**src/rtl/lcd_pkg.sv**
```systemverilog
// Shared types and constants for the HD44780 character LCD sequencer.
// The top-level FSM states, the four-phase byte-write enum and the
// command bytes live here so the top and the byte writer agree on them.
package lcd_pkg;

  // Top-level sequencing states.
  typedef enum logic [1:0] {
    ST_PWR_WAIT = 2'd0,
    ST_INIT     = 2'd1,
    ST_IDLE     = 2'd2,
    ST_UPDATE   = 2'd3
  } top_state_e;

  // Phases of a single byte transfer on the LCD bus.
  typedef enum logic [1:0] {
    PH_LOAD   = 2'd0,
    PH_SETUP  = 2'd1,
    PH_STROBE = 2'd2,
    PH_HOLD   = 2'd3
  } byte_phase_e;

  // HD44780 command bytes used by the sequencer.
  localparam logic [7:0] LCD_FUNC_SET = 8'h38;  // 8-bit bus, 2 lines, 5x8 font
  localparam logic [7:0] LCD_DISP_ON  = 8'h0C;  // display on, cursor off, no blink
  localparam logic [7:0] LCD_ENTRY    = 8'h06;  // increment address, no shift
  localparam logic [7:0] LCD_CLEAR    = 8'h01;  // clear display, home cursor
  localparam logic [7:0] LCD_LINE1    = 8'h80;  // DDRAM address 0x00
  localparam logic [7:0] LCD_LINE2    = 8'hC0;  // DDRAM address 0x40
  localparam logic [7:0] LCD_SPACE    = 8'h20;  // ASCII space

  // Number of commands in the init list.
  localparam int INIT_LEN = 4;

  // Init command list, indexed by position in the list.
  function automatic logic [7:0] init_cmd(input logic [1:0] idx);
    logic [7:0] cmd;
    case (idx)
      2'd0:    cmd = LCD_FUNC_SET;
      2'd1:    cmd = LCD_DISP_ON;
      2'd2:    cmd = LCD_ENTRY;
      default: cmd = LCD_CLEAR;
    endcase
    return cmd;
  endfunction

  // Null characters become spaces so a null-terminated string blanks
  // the remainder of its line instead of printing CGRAM glyph 0.
  function automatic logic [7:0] blank_null(input logic [7:0] c);
    return (c == 8'h00) ? LCD_SPACE : c;
  endfunction

endpackage

```
**src/rtl/lcd_byte_writer.sv**
```systemverilog
// Four-phase LCD bus writer: LOAD, SETUP, STROBE, HOLD.
//
// Handshake: start_i is level-sensitive. A cycle in which the writer is in
// LOAD with start_i high is the LOAD cycle of a byte; rs_in_i/data_in_i are
// captured on the edge that ends it. done_o is high during HOLD, so the
// requester may present the next byte with start_i high in the very next
// cycle and bytes run back to back with no gap.
module lcd_byte_writer
  import lcd_pkg::*;
(
  input  logic       clk_i,
  input  logic       rst_i,
  input  logic       start_i,
  input  logic       rs_in_i,
  input  logic [7:0] data_in_i,
  output logic       done_o,
  output byte_phase_e phase_o,
  output logic       lcd_e_o,
  output logic       lcd_rs_o,
  output logic [7:0] lcd_data_o
);

  byte_phase_e phase_q;
  logic        lcd_e_q;
  logic        lcd_rs_q;
  logic [7:0]  lcd_data_q;

  // Phase counter and registered bus outputs; E is high only in STROBE.
  always_ff @(posedge clk_i or posedge rst_i) begin
    if (rst_i) begin
      phase_q    <= PH_LOAD;
      lcd_e_q    <= 1'b0;
      lcd_rs_q   <= 1'b0;
      lcd_data_q <= 8'h00;
    end else begin
      case (phase_q)
        PH_LOAD: begin
          if (start_i) begin
            lcd_rs_q   <= rs_in_i;
            lcd_data_q <= data_in_i;
            phase_q    <= PH_SETUP;
          end
        end
        PH_SETUP: begin
          lcd_e_q <= 1'b1;
          phase_q <= PH_STROBE;
        end
        PH_STROBE: begin
          lcd_e_q <= 1'b0;
          phase_q <= PH_HOLD;
        end
        default: begin
          phase_q <= PH_LOAD;
        end
      endcase
    end
  end

  assign done_o     = (phase_q == PH_HOLD);
  assign phase_o    = phase_q;
  assign lcd_e_o    = lcd_e_q;
  assign lcd_rs_o   = lcd_rs_q;
  assign lcd_data_o = lcd_data_q;

endmodule

```
**src/rtl/lcd_seq_ctrl.sv**
```systemverilog
// Character LCD sequencer: power-up wait, init command list, then full
// two-line refreshes from an external character buffer on request.
// The byte writer owns the LCD pins; this module owns the top FSM, the
// byte index within the current list and the buffer read address.
module lcd_seq_ctrl
  import lcd_pkg::*;
#(
  parameter int CHARS_PER_LINE = 16,
  parameter int POWERUP_CYC    = 4,
  parameter int AW             = 5
) (
  input  logic          clk_100hz,
  input  logic          rst,
  input  logic          upd_req,
  output logic          upd_ack,
  output logic          busy,
  output logic [AW-1:0] char_addr,
  input  logic [7:0]    char_data,
  output logic          lcd_e,
  output logic          lcd_rs,
  output logic          lcd_rw,
  output logic [7:0]    lcd_data
);

  localparam int N      = CHARS_PER_LINE;
  // Refresh list: LINE1 cmd, N chars, LINE2 cmd, N chars.
  localparam int NBYTES = 2 * N + 2;
  localparam int IW     = $clog2(NBYTES + 1);
  localparam int CW     = (POWERUP_CYC > 1) ? $clog2(POWERUP_CYC) : 1;

  localparam logic [IW-1:0] LAST_UPD  = IW'(NBYTES - 1);
  localparam logic [IW-1:0] LAST_INIT = IW'(INIT_LEN - 1);
  localparam logic [IW-1:0] LINE2_IDX = IW'(N + 1);
  localparam logic [CW-1:0] PWR_LAST  = CW'(POWERUP_CYC - 1);

  top_state_e    state_q;
  logic [CW-1:0] pwr_cnt_q;
  logic [IW-1:0] idx_q;
  logic [AW-1:0] char_addr_q;
  logic          busy_q;
  logic          upd_ack_q;

  logic [IW-1:0] idx_nxt;
  logic          wr_start;
  logic          wr_rs;
  logic [7:0]    wr_data;
  logic          wr_done;
  byte_phase_e   wr_phase;

  // A refresh-list position carries a character unless it is one of the
  // two DDRAM address commands.
  function automatic logic is_data(input logic [IW-1:0] i);
    return (i != '0) && (i != LINE2_IDX);
  endfunction

  // Buffer address for a character position in the refresh list:
  // positions 1..N map to 0..N-1, positions N+2..2N+1 map to N..2N-1.
  function automatic logic [AW-1:0] addr_of(input logic [IW-1:0] i);
    return (i > LINE2_IDX) ? AW'(i - IW'(2)) : AW'(i - IW'(1));
  endfunction

  assign idx_nxt  = idx_q + IW'(1);
  assign wr_start = (state_q == ST_INIT) || (state_q == ST_UPDATE);

  // Byte presented to the writer: init command, address command or
  // buffer character. The writer only samples it in its LOAD cycle.
  always_comb begin
    wr_rs   = 1'b0;
    wr_data = 8'h00;
    case (state_q)
      ST_INIT: begin
        wr_data = init_cmd(idx_q[1:0]);
      end
      ST_UPDATE: begin
        if (idx_q == '0) begin
          wr_data = LCD_LINE1;
        end else if (idx_q == LINE2_IDX) begin
          wr_data = LCD_LINE2;
        end else begin
          wr_rs   = 1'b1;
          wr_data = blank_null(char_data);
        end
      end
      default: ;
    endcase
  end

  // Top FSM: power-up wait, init list, idle, refresh. The buffer address
  // for a character is loaded on the edge that starts its LOAD cycle and
  // held otherwise, so char_data is stable when the writer samples it.
  always_ff @(posedge clk_100hz or posedge rst) begin
    if (rst) begin
      state_q     <= ST_PWR_WAIT;
      pwr_cnt_q   <= '0;
      idx_q       <= '0;
      char_addr_q <= '0;
      busy_q      <= 1'b1;
      upd_ack_q   <= 1'b0;
    end else begin
      upd_ack_q <= 1'b0;
      case (state_q)
        ST_PWR_WAIT: begin
          if (pwr_cnt_q == PWR_LAST) begin
            pwr_cnt_q <= '0;
            idx_q     <= '0;
            state_q   <= ST_INIT;
          end else begin
            pwr_cnt_q <= pwr_cnt_q + CW'(1);
          end
        end
        ST_INIT: begin
          if (wr_done) begin
            if (idx_q == LAST_INIT) begin
              idx_q   <= '0;
              busy_q  <= 1'b0;
              state_q <= ST_IDLE;
            end else begin
              idx_q <= idx_nxt;
            end
          end
        end
        ST_IDLE: begin
          if (upd_req) begin
            idx_q   <= '0;
            busy_q  <= 1'b1;
            state_q <= ST_UPDATE;
          end
        end
        default: begin
          if (wr_done) begin
            if (idx_q == LAST_UPD) begin
              idx_q     <= '0;
              busy_q    <= 1'b0;
              upd_ack_q <= 1'b1;
              state_q   <= ST_IDLE;
            end else begin
              idx_q <= idx_nxt;
              if (is_data(idx_nxt)) begin
                char_addr_q <= addr_of(idx_nxt);
              end
            end
          end
        end
      endcase
    end
  end

  lcd_byte_writer u_writer (
    .clk_i      (clk_100hz),
    .rst_i      (rst),
    .start_i    (wr_start),
    .rs_in_i    (wr_rs),
    .data_in_i  (wr_data),
    .done_o     (wr_done),
    .phase_o    (wr_phase),
    .lcd_e_o    (lcd_e),
    .lcd_rs_o   (lcd_rs),
    .lcd_data_o (lcd_data)
  );

  // The writer always starts in LOAD whenever the top FSM hands it a byte;
  // the phase is kept visible here for checkers bound to this module.
  byte_phase_e dbg_phase;
  assign dbg_phase = wr_phase;

  assign upd_ack   = upd_ack_q;
  assign busy      = busy_q;
  assign char_addr = char_addr_q;
  assign lcd_rw    = 1'b0;

endmodule

```
**config.mk**
```make
export PLATFORM = sky130hd
export DESIGN_NAME = lcd_seq_ctrl
export DESIGN_NICKNAME = d
export VERILOG_FILES = /design/src/rtl/lcd_pkg.sv /design/src/rtl/lcd_byte_writer.sv /design/src/rtl/lcd_seq_ctrl.sv
export SDC_FILE = /design/constraint.sdc
export NUM_CORES = 1
export LEC_CHECK = 0
export CELL_PAD_IN_SITES_DETAIL_PLACEMENT = 0
export CELL_PAD_IN_SITES_GLOBAL_PLACEMENT = 1
export CORE_MARGIN = 1
export CORE_UTILIZATION = 30
export CTS_CLUSTER_SIZE = 25
export DETAILED_ROUTE_END_ITERATION = 6
export PLACE_DENSITY = 0.7
export REMOVE_ABC_BUFFERS = 1
export SYNTH_ARGS = -nofsm -noshare
export SYNTH_HDL_FRONTEND = slang
export SYNTH_SLANG_ARGS = --single-unit
```
**constraint.sdc**
```tcl
create_clock -name clk_100hz -period 3.1 [get_ports clk_100hz]
set_clock_uncertainty 0.1 [all_clocks]
set_input_delay 0.62 -clock clk_100hz [delete_from_list [all_inputs] [get_ports clk_100hz]]
set_output_delay 0.62 -clock clk_100hz [all_outputs]
set_load 0.005 [all_outputs]
```
==> metrics.md, run 1 <==
| Metric | Value |
|---|---|
| Buf/Inv on CP | 0 |
| Power per cell area | 839 nW/um^2 |
| Largest net degree at the start of global routing | 30 |
| Slew Limit Fails | 0 |
| Design area | 2280 sq um |
| Slew @ Worst Pin | 0.562 ns |
| Peak supply drop | 357 uV |
| Hpwl dp | 3010 um |
| Synth Register Bits | 29 |
| TritonCTS buffer count | 5 |
| WP data required | 3.16 ns |
| Worst-Skew Late Latency | 0.28 ns |
| Fmax | 410 MHz |
| Number of global-route vias before repair | 1533 |
| Die X | 80.4 um |
| Setup CP Type | flip-flop to flip-flop |
| Worst hold margin | 0.377 ns |
| Routed length on met3 | 157 um |
| Critical path data arrival time | 2.50 ns |
| Met2 wire len | 1780 um |
| Initial core utilization | 31.1% |
| Most frequent cells in the layout | dfrtp_1, nand2_1, clkdlybuf4s50_1, o21ai_0 |
| Clock sink total | 29 |
| Cell count after synthesis | 201 |
| Core area | 5920 sq um |
| TritonRoute pass-1 iters | 4 |
| Initial antenna violation count | 0 |
| Async set-reset flop share out of synthesis | 100% |
| Total GRT Usage | 14.5% |
| Max stage delay on crit path | 0.55 ns |
| Average cell area after synthesis | 9.17 sq um |
| Post-synthesis cell area | 1840 sq um |
| Global placement routability congestion | 0.796 |
| IO Pins | 29 |
| DR iter-0 viols | 72 |
| Total grt overflow | 0 |
| Post-cts sizing count | 0 |
| Crit end category | flip-flop |
| Leak | 0.000995 uW |
| DRC viols | 0 |
| Synth Flop Type | dfrtp_1 |
| Max layer used | met4 |
| Die outline area | 6460 sq um |
| H-tree lvl count | 2 |
| Clock-pin slew on the worst setup and hold paths | 0.06 ns |
| Number of diodes | 0 |
| Core Rows | 28 |
| Tot Pwr | 1910 uW |
| RSZ-0062 raised after global routing | no |
| Clock root cell | clkbuf_8 |
| Final setup fails | 0 |
| Setup_tns | 0 ns |
| Via total after detailed routing | 1482 |
| Share of cells above drive strength 1 | 8.33% |
| Library cells used by synthesis | 44 |
| Cells along the critical path | ha_1 -> nand2_1 -> nor3_1 -> nor2_1 -> o311ai_4 -> mux2_4 |
| Crit-path slowest cell | dfrtp_1 |
| M1 WL | 2030 um |
| Top delay family on crit path | simple AND/OR/NAND/NOR gates |
| Nets | 251 |
| Critical-path maximum fanout | 12 |
| HP Class | flip-flop to flip-flop |
| Routed wire length | 4040 um |
| # port buffers | 27 |
| Seq. cell area | 727 sq um |
| Cts hold-fix bufs | 0 |
| Fillers | 610 |
| EDFF count, synth | 0 |
| Final Hold Fails | 0 |
| Period utilization | 78.7% |
| Layout area overhead | 23.6% |
| Max Cap Viol | 0 |
| First-pass GRT wire length | 7160 um |
| CTS tree | built |
| Antenna-violating nets left | 0 |
| Die height | 80.4 um |
| Fin crit period | 2.44 ns |
| Status | completed |
| Slew HR | 62.5% |
| Clock Tree Buf Depth | 2 |
| # Post-CTS Setup Buffers | 0 |
| DR WL/cell | 13.3 um |
| Yosys warning count | 0 |
| Startpoint Class | flip-flop |
| Sequential area share after synthesis | 39.4% |
| Vias/cell | 4.89 |
| Multi-input logic area | 1030 sq um |
| Most common cell after layout, fill and taps aside | dfrtp_1 |
| Placed cell area | 2180 sq um |
==> worst reg2reg max path: stages, from the launching register on <==
cell and delay (ns):
dfrtp_1 0.55, ha_1 0.31, nand2_1 0.11, nor3_1 0.33
nor2_1 0.15, o311ai_4 0.44, mux2_4 0.34
==> cell type report <==
class,count,area share [%]
multi-input cells,151,45.2
flip-flops and latches,29,31.9
repair buffers,29,12.5
clock buffers,7,4.23
well taps,75,4.12
inverters,11,1.81
clock inverters,1,0.220
==> sequential cells by signal (all words and copies together) (netlist names) <==
register and cells:
u_writer.lcd_data_o 8, idx_q 6, char_addr 5, pwr_cnt_q 2
state_q 2, u_writer.phase_o 2, busy 1, u_writer.lcd_e_o 1
u_writer.lcd_rs_o 1, upd_ack 1
==> through the flow <==
step / setup slack [ns] / utilization, % / instances
3_3_place_gp: 0.726 / 36.8 / 295
4_1_cts: 0.663 / 38.5 / 303
2_1_floorplan: 0.746 / - / 191
3_5_place_dp: 0.673 / 36.8 / 295
6_report: 0.661 / 38.5 / 303
5_1_grt: 0.452 / 38.5 / 303
==> cell usage after synthesis (2+ instances only) <==
cell type,n,area (sq um)
ha_1,13,163
nor3_1,7,35.0
a22oi_1,4,30.0
nor4_1,2,12.5
nor2b_1,2,12.5
nand4_1,3,18.8
dfrtp_1,28,701
nand2_1,27,101
o21ai_1,2,10.0
o31ai_1,4,30.0
a21oi_1,12,60.1
o21ai_0,23,115
inv_1,11,41.3
mux2_2,2,22.5
a21o_1,3,22.5
mux2i_1,7,70.1
clkbuf_1,5,18.8
nor2_1,13,48.8
xnor2_1,6,52.6
buf_2,3,15.0
==> report_power, final <==
part           switching, uW  internal, uW
registers                110           494
logic                    501           460
clock network            148           200
==> worst paths after layout <==
path	slack, ns	endpoint	depth (start not counted)	start
min in group asynchronous	0.61	u_writer.lcd_data_o[0]	3	rst
hold / removal	0.38	u_writer.lcd_data_o[1]	2	u_writer.lcd_data_o[1]
setup / recovery	0.66	char_addr[2]	6	idx_q[0]
setup reg to reg	0.66	char_addr[2]	6	idx_q[0]
max in group asynchronous	1.98	busy	3	rst
hold reg to reg	0.38	u_writer.lcd_data_o[1]	2	u_writer.lcd_data_o[1]
==> logic make-up (layout without fill, tap and decap cells) <==
kind of cell	Yosys count	in the layout	share of synthesized area (%)
xor gates and xnor gates	9	9	5.70
DFF	29	29	39.4
muxes	10	10	5.84
other	1	1	0.203
adders and majority gates	13	13	8.83
buffers and inverters	21	48	4.68
and+or+nand+nor	62	62	16.1
AOI/OAI and AO/OA	56	56	19.2
==> layer usage <==
layer  GRT usage (%)  vias to the layer above
li1                -                      754
met1            19.3                      687
met2            22.7                       34
met3            3.41                        7
met4            5.36                        0
met5               0                        -
Note: power is estimated with default switching activity, not from simulation.
==> inputs of run 2 (changes only) <==
==> constraint.sdc (replaced) <==
create_clock -name clk_100hz -period 2.5 [get_ports clk_100hz]
set_clock_uncertainty 0.1 [all_clocks]
set_input_delay 0.5 -clock clk_100hz [delete_from_list [all_inputs] [get_ports clk_100hz]]
set_output_delay 0.5 -clock clk_100hz [all_outputs]
set_load 0.005 [all_outputs]
==> metrics.md, run 2 (synthesis gave the netlist of run 1 again) <==
| Metric | Value |
|---|---|
| Fillers | 585 (was 610) |
| TritonCTS buffer count | 5 (unchanged) |
| Initial core utilization | 31.1% (unchanged) |
| Share of cells above drive strength 1 | 10.7% (was 8.33%) |
| Max Cap Viol | 0 (unchanged) |
| Leak | 0.00102 uW (was 0.000995 uW) |
| WP data required | 2.57 ns (was 3.16 ns) |
| Clock-pin slew on the worst setup and hold paths | 0.06 ns (about the same) |
| Final setup fails | 0 (unchanged) |
| First-pass GRT wire length | 6750 um (was 7160 um) |
| HP Class | flip-flop to flip-flop (unchanged) |
| Setup CP Type | flip-flop to flip-flop (unchanged) |
| Critical-path maximum fanout | 9 (was 12) |
| IO Pins | 29 (unchanged) |
| Largest net degree at the start of global routing | 30 (unchanged) |
| # Post-CTS Setup Buffers | 0 (unchanged) |
| Via total after detailed routing | 1484 (was 1482) |
| Clock Tree Buf Depth | 2 (unchanged) |
| Final Hold Fails | 0 (unchanged) |
| Die outline area | 6460 sq um (unchanged) |
| Slew Limit Fails | 0 (unchanged) |
| Slew HR | 62.5% (about the same) |
| Peak supply drop | 391 uV (was 357 uV) |
| Worst hold margin | 0.375 ns (was 0.377 ns) |
| Vias/cell | 4.82 (was 4.89) |
| Fin crit period | 2.26 ns (was 2.44 ns) |
| Crit-path slowest cell | dfrtp_1 (unchanged) |
| TritonRoute pass-1 iters | 4 (unchanged) |
| Startpoint Class | flip-flop (unchanged) |
| Core area | 5920 sq um (unchanged) |
| Core Rows | 28 (unchanged) |
| DR iter-0 viols | 120 (was 72) |
| Slew @ Worst Pin | 0.563 ns (was 0.562 ns) |
| # port buffers | 27 (unchanged) |
| Die height | 80.4 um (unchanged) |
| Worst-Skew Late Latency | 0.28 ns (about the same) |
| Number of global-route vias before repair | 1399 (was 1533) |
| Period utilization | 90.4% (was 78.7%) |
| DRC viols | 0 (unchanged) |
| Die X | 80.4 um (unchanged) |
| DR WL/cell | 13.0 um (was 13.3 um) |
| Cts hold-fix bufs | 0 (unchanged) |
| Total grt overflow | 0 (unchanged) |
| Global placement routability congestion | 0.830 (was 0.796) |
| Most frequent cells in the layout | dfrtp_1, nand2_1, clkdlybuf4s50_1, o21ai_0, nor2_1 (was dfrtp_1, nand2_1, clkdlybuf4s50_1, o21ai_0) |
| Max stage delay on crit path | 0.48 ns (was 0.55 ns) |
| Number of diodes | 0 (unchanged) |
| Critical path data arrival time | 2.33 ns (was 2.50 ns) |
| Initial antenna violation count | 0 (unchanged) |
| Tot Pwr | 2420 uW (was 1910 uW) |
| Routed wire length | 4000 um (was 4040 um) |
| Largest register FFs | 8 (unchanged) |
| Setup_tns | 0 ns (unchanged) |
| Power per cell area | 1040 nW/um^2 (was 839 nW/um^2) |
| CTS tree | built (unchanged) |
| Hpwl dp | 2910 um (was 3010 um) |
| Nets | 256 (was 251) |
| Most common cell after layout, fill and taps aside | dfrtp_1 (unchanged) |
| Crit end category | flip-flop (unchanged) |
| Final core area utilization | 39.2% (was 38.5%) |
| Status | completed (unchanged) |
| Post-cts sizing count | 0 (unchanged) |
| Total GRT Usage | 14.0% (was 14.5%) |
| Clock sink total | 29 (unchanged) |
| Fmax | 442 MHz (was 410 MHz) |
| Clock root cell | clkbuf_8 (unchanged) |
| H-tree lvl count | 2 (unchanged) |
| Cells along the critical path | ha_2 -> nand3_4 -> o31ai_1 -> a21oi_1 -> mux2i_1 -> mux2_4 (was ha_1 -> nand2_1 -> nor3_1 -> nor2_1 -> o311ai_4 -> mux2_4) |
| Dpl cells | 300 (was 295) |
| Antenna-violating nets left | 0 (unchanged) |
| Layout area overhead | 25.8% (was 23.6%) |
| Non-filler cells, final | 308 (was 303) |
run 2: per-layer routing:
metal / vias to the layer above / part of all wire [%] / global-route usage (%)
li1: 763 / - / -
met1: 675 / 50 / 18.0
met2: 40 / 44 / 21.8
met3: 6 / 4.4 / 3.41
met4: 0 / 1.8 / 6.43
met5: - / 0 / 0
run 2: path summary, 6_finish.rpt:
kind / start / to / slack (ns) / cells after the start
max in group asynchronous: rst / busy / 1.49 / 3
min in group asynchronous: rst / char_addr[2] / 0.49 / 3
setup / recovery: idx_q[1] / char_addr[2] / 0.24 / 6
setup reg to reg: idx_q[1] / char_addr[2] / 0.24 / 6
hold / removal: u_writer.lcd_data_o[5] / u_writer.lcd_data_o[5] / 0.38 / 2
hold reg to reg: u_writer.lcd_data_o[5] / u_writer.lcd_data_o[5] / 0.38 / 2
run 2: through the flow:
stage / setup slack [ns] / area, sq um
detailed placement: 0.167 / 2210
CTS: 0.170 / 2320
floorplan: 0.146 / 1800
global placement: 0.229 / 2210
global route: -0.00530 / 2320
finish: 0.240 / 2320
run 2: layout make-up:
cell class	count	area, sq um	share of cell area [%]
multi-input combinational	151	1030	44.5
clock buffer	7	96.3	4.16
tap	75	93.8	4.05
timing repair buffer	34	323	13.9
sequential	29	727	31.4
inverter	11	41.3	1.78
clock inverter	1	5.00	0.216
run 2: worst max-delay path, delay by kind of cell (launching register included):
kind	cells	cell delay [ns]
and+or+nand+nor	1	0.14
muxes	2	0.43
DFF	1	0.48
AOI/OAI and AO/OA	2	0.63
adders and majority gates	1	0.36
run 2: where the power goes:
part	switching, uW	leakage [uW]	internal, uW
Combinational	640	0.000600	606
Clock	186	0.0000542	249
Sequential	124	0.000364	613
Total	951	0.00102	1470
